### config.mk
export PLATFORM = sky130hd
export DESIGN_NAME = rvfi_retire_compare
export DESIGN_NICKNAME = d
export VERILOG_FILES = /design/src/rtl/uvma_rvfi_pkg.sv /design/src/rtl/rvfi_cmp_fifo.sv /design/src/rtl/rvfi_retire_compare.sv
export SDC_FILE = /design/constraint.sdc
export NUM_CORES = 2
export LEC_CHECK = 0
export CORE_ASPECT_RATIO = 1.75
export CORE_MARGIN = 3
export CORE_UTILIZATION = 45
export CTS_CLUSTER_DIAMETER = 120
export CTS_CLUSTER_SIZE = 25
export DETAILED_ROUTE_END_ITERATION = 10
export DONT_BUFFER_PORTS = 1
export PLACE_DENSITY = 0.72
export SYNTH_ARGS = -nofsm -noshare
export SYNTH_HDL_FRONTEND = slang
export SYNTH_SLANG_ARGS = --single-unit
### constraint.sdc
create_clock -name clk_i -period 16 [get_ports clk_i]
set_input_delay 3.2 -clock clk_i [delete_from_list [all_inputs] [get_ports clk_i]]
set_output_delay 3.2 -clock clk_i [all_outputs]
set_load 0.02 [all_outputs]
### src/rtl/uvma_rvfi_pkg.sv
// Shared types for the RVFI retirement checker: compare record, mask-bit
// positions, checker state and the field-compare helper.
package uvma_rvfi_pkg;

  // Width-independent storage: narrower XLEN values are zero-extended on entry.
  localparam int unsigned CMP_XLEN = 64;
  localparam int unsigned MASK_W   = 6;

  localparam int unsigned MASK_ORDER    = 0;
  localparam int unsigned MASK_PC       = 1;
  localparam int unsigned MASK_INSN     = 2;
  localparam int unsigned MASK_TRAP     = 3;
  localparam int unsigned MASK_RD_ADDR  = 4;
  localparam int unsigned MASK_RD_WDATA = 5;

  typedef struct packed {
    logic [63:0]         order;
    logic [CMP_XLEN-1:0] pc;
    logic [31:0]         insn;
    logic                trap;
    logic [4:0]          rd_addr;
    logic [CMP_XLEN-1:0] rd_wdata;
  } st_rvfi_cmp;

  typedef enum logic {
    ST_RUN  = 1'b0,
    ST_HALT = 1'b1
  } e_cmp_state;

  // Writes to x0 are architecturally discarded, so their data is not compared.
  function automatic logic [MASK_W-1:0] cmp_mask(input st_rvfi_cmp dut,
                                                 input st_rvfi_cmp rm);
    logic [MASK_W-1:0] m;
    m                = '0;
    m[MASK_ORDER]    = (dut.order   != rm.order);
    m[MASK_PC]       = (dut.pc      != rm.pc);
    m[MASK_INSN]     = (dut.insn    != rm.insn);
    m[MASK_TRAP]     = (dut.trap    != rm.trap);
    m[MASK_RD_ADDR]  = (dut.rd_addr != rm.rd_addr);
    m[MASK_RD_WDATA] = (dut.rd_addr != 5'd0) && (dut.rd_wdata != rm.rd_wdata);
    return m;
  endfunction

endpackage

### src/rtl/rvfi_cmp_fifo.sv
// Synchronous FIFO of compare records; pointers carry an extra wrap bit so
// full and empty are distinguishable without a separate counter.
module rvfi_cmp_fifo
  import uvma_rvfi_pkg::*;
#(
  parameter int unsigned DEPTH = 8
) (
  input  logic                     clk_i,
  input  logic                     rst_i,
  input  logic                     push,
  input  logic                     pop,
  input  st_rvfi_cmp               din,
  output logic                     full,
  output logic                     empty,
  output logic [$clog2(DEPTH):0]   level,
  output st_rvfi_cmp               head
);

  localparam int unsigned AW = $clog2(DEPTH);

  st_rvfi_cmp    mem [DEPTH];
  logic [AW:0]   wr_ptr;
  logic [AW:0]   rd_ptr;
  logic          do_push;
  logic          do_pop;

  assign empty = (wr_ptr == rd_ptr);
  assign full  = (wr_ptr[AW] != rd_ptr[AW]) && (wr_ptr[AW-1:0] == rd_ptr[AW-1:0]);
  assign level = wr_ptr - rd_ptr;
  assign head  = mem[rd_ptr[AW-1:0]];

  // When full, a push is accepted only alongside a pop that frees the head slot.
  assign do_pop  = pop && !empty;
  assign do_push = push && (!full || do_pop);

  always_ff @(posedge clk_i) begin
    if (rst_i) begin
      wr_ptr <= '0;
      rd_ptr <= '0;
    end else begin
      if (do_push) wr_ptr <= wr_ptr + 1'b1;
      if (do_pop)  rd_ptr <= rd_ptr + 1'b1;
    end
  end

  // NOTE: storage has no reset; the cleared pointers alone make every stale slot unreachable.
  always_ff @(posedge clk_i) begin
    if (do_push) mem[wr_ptr[AW-1:0]] <= din;
  end

endmodule

### src/rtl/rvfi_retire_compare.sv
// Lock-step retirement checker: queues DUT retirements, compares each against
// the reference result for the same instruction and freezes on the first error.
module rvfi_retire_compare
  import uvma_rvfi_pkg::*;
#(
  parameter int unsigned XLEN  = 32,
  parameter int unsigned DEPTH = 8
) (
  input  logic                     clk_i,
  input  logic                     rst_i,
  input  logic                     dut_valid_i,
  input  logic [63:0]              dut_order_i,
  input  logic [XLEN-1:0]          dut_pc_i,
  input  logic [31:0]              dut_insn_i,
  input  logic                     dut_trap_i,
  input  logic [4:0]               dut_rd_addr_i,
  input  logic [XLEN-1:0]          dut_rd_wdata_i,
  input  logic                     ref_valid_i,
  input  logic [63:0]              ref_order_i,
  input  logic [XLEN-1:0]          ref_pc_i,
  input  logic [31:0]              ref_insn_i,
  input  logic                     ref_trap_i,
  input  logic [4:0]               ref_rd_addr_i,
  input  logic [XLEN-1:0]          ref_rd_wdata_i,
  output logic                     mismatch_o,
  output logic [5:0]               mismatch_mask_o,
  output logic [63:0]              mismatch_order_o,
  output logic                     overflow_o,
  output logic                     orphan_o,
  output logic                     halted_o,
  output logic [31:0]              match_count_o,
  output logic [$clog2(DEPTH):0]   level_o
);

  e_cmp_state        state;
  st_rvfi_cmp        dut_entry;
  st_rvfi_cmp        rm_entry;
  st_rvfi_cmp        head;
  st_rvfi_cmp        cmp_entry;
  logic              fifo_full;
  logic              fifo_empty;
  logic              fifo_push;
  logic              fifo_pop;
  logic              bypass;
  logic              cmp_valid;
  logic              overflow_ev;
  logic              orphan_ev;
  logic [MASK_W-1:0] mask;

  always_comb begin
    dut_entry.order    = dut_order_i;
    dut_entry.pc       = CMP_XLEN'(dut_pc_i);
    dut_entry.insn     = dut_insn_i;
    dut_entry.trap     = dut_trap_i;
    dut_entry.rd_addr  = dut_rd_addr_i;
    dut_entry.rd_wdata = CMP_XLEN'(dut_rd_wdata_i);
    rm_entry.order     = ref_order_i;
    rm_entry.pc        = CMP_XLEN'(ref_pc_i);
    rm_entry.insn      = ref_insn_i;
    rm_entry.trap      = ref_trap_i;
    rm_entry.rd_addr   = ref_rd_addr_i;
    rm_entry.rd_wdata  = CMP_XLEN'(ref_rd_wdata_i);
  end

  // NOTE: every output of this block gets a default first, so no path leaves a latch behind.
  always_comb begin
    bypass      = 1'b0;
    fifo_pop    = 1'b0;
    fifo_push   = 1'b0;
    overflow_ev = 1'b0;
    orphan_ev   = 1'b0;
    cmp_valid   = 1'b0;
    if (state == ST_RUN) begin
      bypass      = fifo_empty && dut_valid_i && ref_valid_i;
      fifo_pop    = ref_valid_i && !fifo_empty;
      fifo_push   = dut_valid_i && !bypass && (!fifo_full || fifo_pop);
      overflow_ev = dut_valid_i && fifo_full && !fifo_pop;
      orphan_ev   = ref_valid_i && fifo_empty && !dut_valid_i;
      cmp_valid   = bypass || fifo_pop;
    end
    cmp_entry = bypass ? dut_entry : head;
    mask      = cmp_mask(cmp_entry, rm_entry);
  end

  rvfi_cmp_fifo #(
    .DEPTH (DEPTH)
  ) u_fifo (
    .clk_i (clk_i),
    .rst_i (rst_i),
    .push  (fifo_push),
    .pop   (fifo_pop),
    .din   (dut_entry),
    .full  (fifo_full),
    .empty (fifo_empty),
    .level (level_o),
    .head  (head)
  );

  // NOTE: state and outputs use <= so every read in this block sees pre-edge values.
  always_ff @(posedge clk_i) begin
    if (rst_i) begin
      state            <= ST_RUN;
      mismatch_o       <= 1'b0;
      mismatch_mask_o  <= '0;
      mismatch_order_o <= '0;
      overflow_o       <= 1'b0;
      orphan_o         <= 1'b0;
      halted_o         <= 1'b0;
      match_count_o    <= '0;
    end else if (state == ST_RUN) begin
      if (cmp_valid && (mask == '0)) begin
        match_count_o <= match_count_o + 32'd1;
      end
      if (cmp_valid && (mask != '0)) begin
        mismatch_o       <= 1'b1;
        mismatch_mask_o  <= mask;
        mismatch_order_o <= cmp_entry.order;
      end
      if (overflow_ev) overflow_o <= 1'b1;
      if (orphan_ev)   orphan_o   <= 1'b1;
      if ((cmp_valid && (mask != '0)) || overflow_ev || orphan_ev) begin
        state    <= ST_HALT;
        halted_o <= 1'b1;
      end
    end
  end

endmodule

==> results.yml <==
timing:
  rsz0062_at_grt: "false"
  tightest_slew_ns: 1.23
  relSlewSlack_pct: 17.4
  max_freq_mhz: 117
  finalSetupTns_ns: 0
  period_needed_ns: 8.54
  timing.hold.ws_ns: 0.568
  post-route-period-util_pct: 53.4
  finalSetupViolations: 0
  fin_worst_skew_ns: 0.0357
  drv_slew: 0
  finalHoldViolCount: 0
logic_synthesis:
  syn_inst: 3380
  synth_area_leaders: "edfxtp_1, mux4_2, mux2i_1"
  async_flop_share_pct: 0
  synth_edf_count: 1328
  yosysMostFrequentCell: "edfxtp_1"
  synth_area_leader_cell: "edfxtp_1"
  synth_flop_cell: "edfxtp_1"
  synth_fp_nets: 3723
  synth_top_area_share_pct: 66.4
  synthTopCellsByCount: "edfxtp_1, mux2i_1, mux4_2, mux2_2, dfxtp_1"
  yosysUniqueCellTypes: 71
  yosysWarnings: 0
  netlist_area_mm2: 0.0601
  syn_avg_cell_area_um2: 17.8
  synth-seq-cells: 1446
  yosysSeqAreaShare_pct: 70.3
setup_path:
  critical_path.slowest_cell: "nor3_2"
  path_class: "primary input to flip-flop"
  crit_path_frequent_cell: "buf_4"
  worst_setup_path_end_kind: "flip-flop"
  path_cells: "and3b_2 > buf_4 > nand3_4 > buf_4 > buf_4 > buf_4 > mux2i_1 > xor2_1 > nand4_1 > nor4_1 > nand4_1 > nor3_2 > a21oi_4 > buf_4 > mux2_2"
  worstPathMaxFanout: 51
  worstPathRequired_ns: 16.59
  crit_arrival_ns: 9.13
  cp-start-kind: "primary input"
  slowest_delay_ns: 0.73
power:
  peakVddDrop_mv: 0.0860
  total_power_w: 0.00757
  powerDensity_mw_per_mm2: 119
  power_leakage_nw: 19.4
run:
  maxCapViolations: 0
floorplanning:
  die_area_mm2: 0.138
  chipHeight_um: 489
  num_rows: 176
  num_io_pins: 446
  coreArea_mm2: 0.132
  die_w_um: 282
  start_util_pct: 45.5
global_routing:
  grt_pass1_wl_um: 237000
  grt_usage_pct: 24.3
  grt_pass1_vias: 31900
  grt_overflow: 0
  grt_max_degree: 150
  antenna_found_initial: 10
drt:
  drc_errors: 0
  via_count: 31400
  drtIter0Drc: 3251
  wl_per_cell_um: 33.6
  final_antenna_net_count: 0
  viasPerCell: 6.23
  wl_um: 169000
  drt_first_pass_iters: 8
clock_tree:
  cts_buffers: 67
  worstSkewPairLatency_ns: 0.70
  ctsHoldBuffers: 0
  h-tree-depth: 3
  path_clk_slew_ns: 0.10
  clockBufferDepth: 3
  cts-root-buf: "clkbuf_16"
  clkSinkCount: 1446
  post_cts_buffers: 0
  cts_tree: "built"
  ctsResizeCount: 0
finish:
  drive_above_1_share_pct: 17.5
  final_core_util_pct: 48.4
  syn2layout_area_growth_pct: 6.17
  final_nets: 3656
place:
  gp_congestion: 0.924
  port_buffers: 0
  dp_hpwl_um: 111000
hold_path:
  hold_class: "flip-flop to flip-flop"
run_status:
  outcome: "finished clean"
## layout make-up
| class | count | area (um2) |
|---|---|---|
| timing repair buffer | 65 | 563 |
| tap | 1691 | 2120 |
| clock buffer | 90 | 1830 |
| sequential | 1446 | 42300 |
| multi-input combinational | 1703 | 16800 |
| clock inverter | 5 | 83.8 |
| antenna | 12 | 30.0 |
| fill | 10800 | 68100 |
| inverter | 30 | 113 |
## sequential cells by signal (all words and copies together), names as in the netlist, 4 cells and up, named ones only
name              count
u_fifo.mem         1328
mismatch_order_o     64
match_count_o        32
mismatch_mask_o       6
u_fifo.rd_ptr         4
u_fifo.wr_ptr         4
## worst max-delay path: cells and delay by family
family | cells | cell delay (ns)
buf+inv | 5 | 2.51
xor+xnor | 1 | 0.18
compound gates | 1 | 0.20
simple gates | 6 | 2.19
mux | 2 | 0.71
## layout by cell type (no fill, tap or decap), drive strengths merged, types with 25 or more instances in the layout
cell    count
a211oi     36
a21oi      33
a22oi      59
a31oi      29
buf        65
clkbuf     90
dfxtp     118
edfxtp   1328
inv        33
mux2      170
mux2i     255
mux4      244
nand2     111
nand3      25
nand4      46
nor2      110
nor2b      69
nor3       48
nor4       52
o211ai     30
o21ai      26
o22ai      27
xnor2      95
xor2       73
## metrics by stage
step | worst slack [ns] | instances | instance area [um2]
after floorplan | 4.33 | 3380 | 60100
after global placement | 6.80 | 4935 | 61800
after detailed placement | 6.70 | 4935 | 61800
after CTS | 7.44 | 5030 | 63800
after global routing | 7.26 | 5033 | 63800
final | 7.46 | 5042 | 63800
## final timing paths
check	end	depth (start not counted)	startpoint	slack, ns
hold / removal	mismatch_order_o[59]	2	mismatch_order_o[59]	0.57
hold reg to reg	mismatch_order_o[59]	2	mismatch_order_o[59]	0.57
setup / recovery	mismatch_order_o[49]	15	dut_valid_i	7.46
setup reg to reg	mismatch_order_o[49]	14	flip-flop	8.36
## power breakdown
group	internal, W	switching (W)
Combinational	0.000462	0.000758
Sequential	0.00427	0.000110
Clock	0.000829	0.00113
Total	0.00556	0.00200
## cells by family (layout without fill, tap and decap cells)
| family | after synthesis | after routing | share of synthesized area, % |
|---|---|---|---|
| DFF | 1446 | 1446 | 70.3 |
| adders and majority gates | 7 | 7 | 0.158 |
| AOI/OAI and AO/OA | 311 | 311 | 3.70 |
| other | 0 | 12 | 0 |
| and+or+nand+nor | 548 | 548 | 4.78 |
| buffers and inverters | 231 | 190 | 2.02 |
| muxes | 669 | 669 | 16.6 |
| xor gates and xnor gates | 168 | 168 | 2.45 |
## metal layers
| metal | wire length (um) | GRT usage, % | up-vias |
|---|---|---|---|
| li1 | - | - | 13300 |
| met1 | 58800 | 28.1 | 16500 |
| met2 | 83100 | 40.4 | 1352 |
| met3 | 19500 | 8.95 | 270 |
| met4 | 7740 | 10.8 | 0 |
| met5 | 0 | 0 | - |
Power figures use the tool's default switching activity.
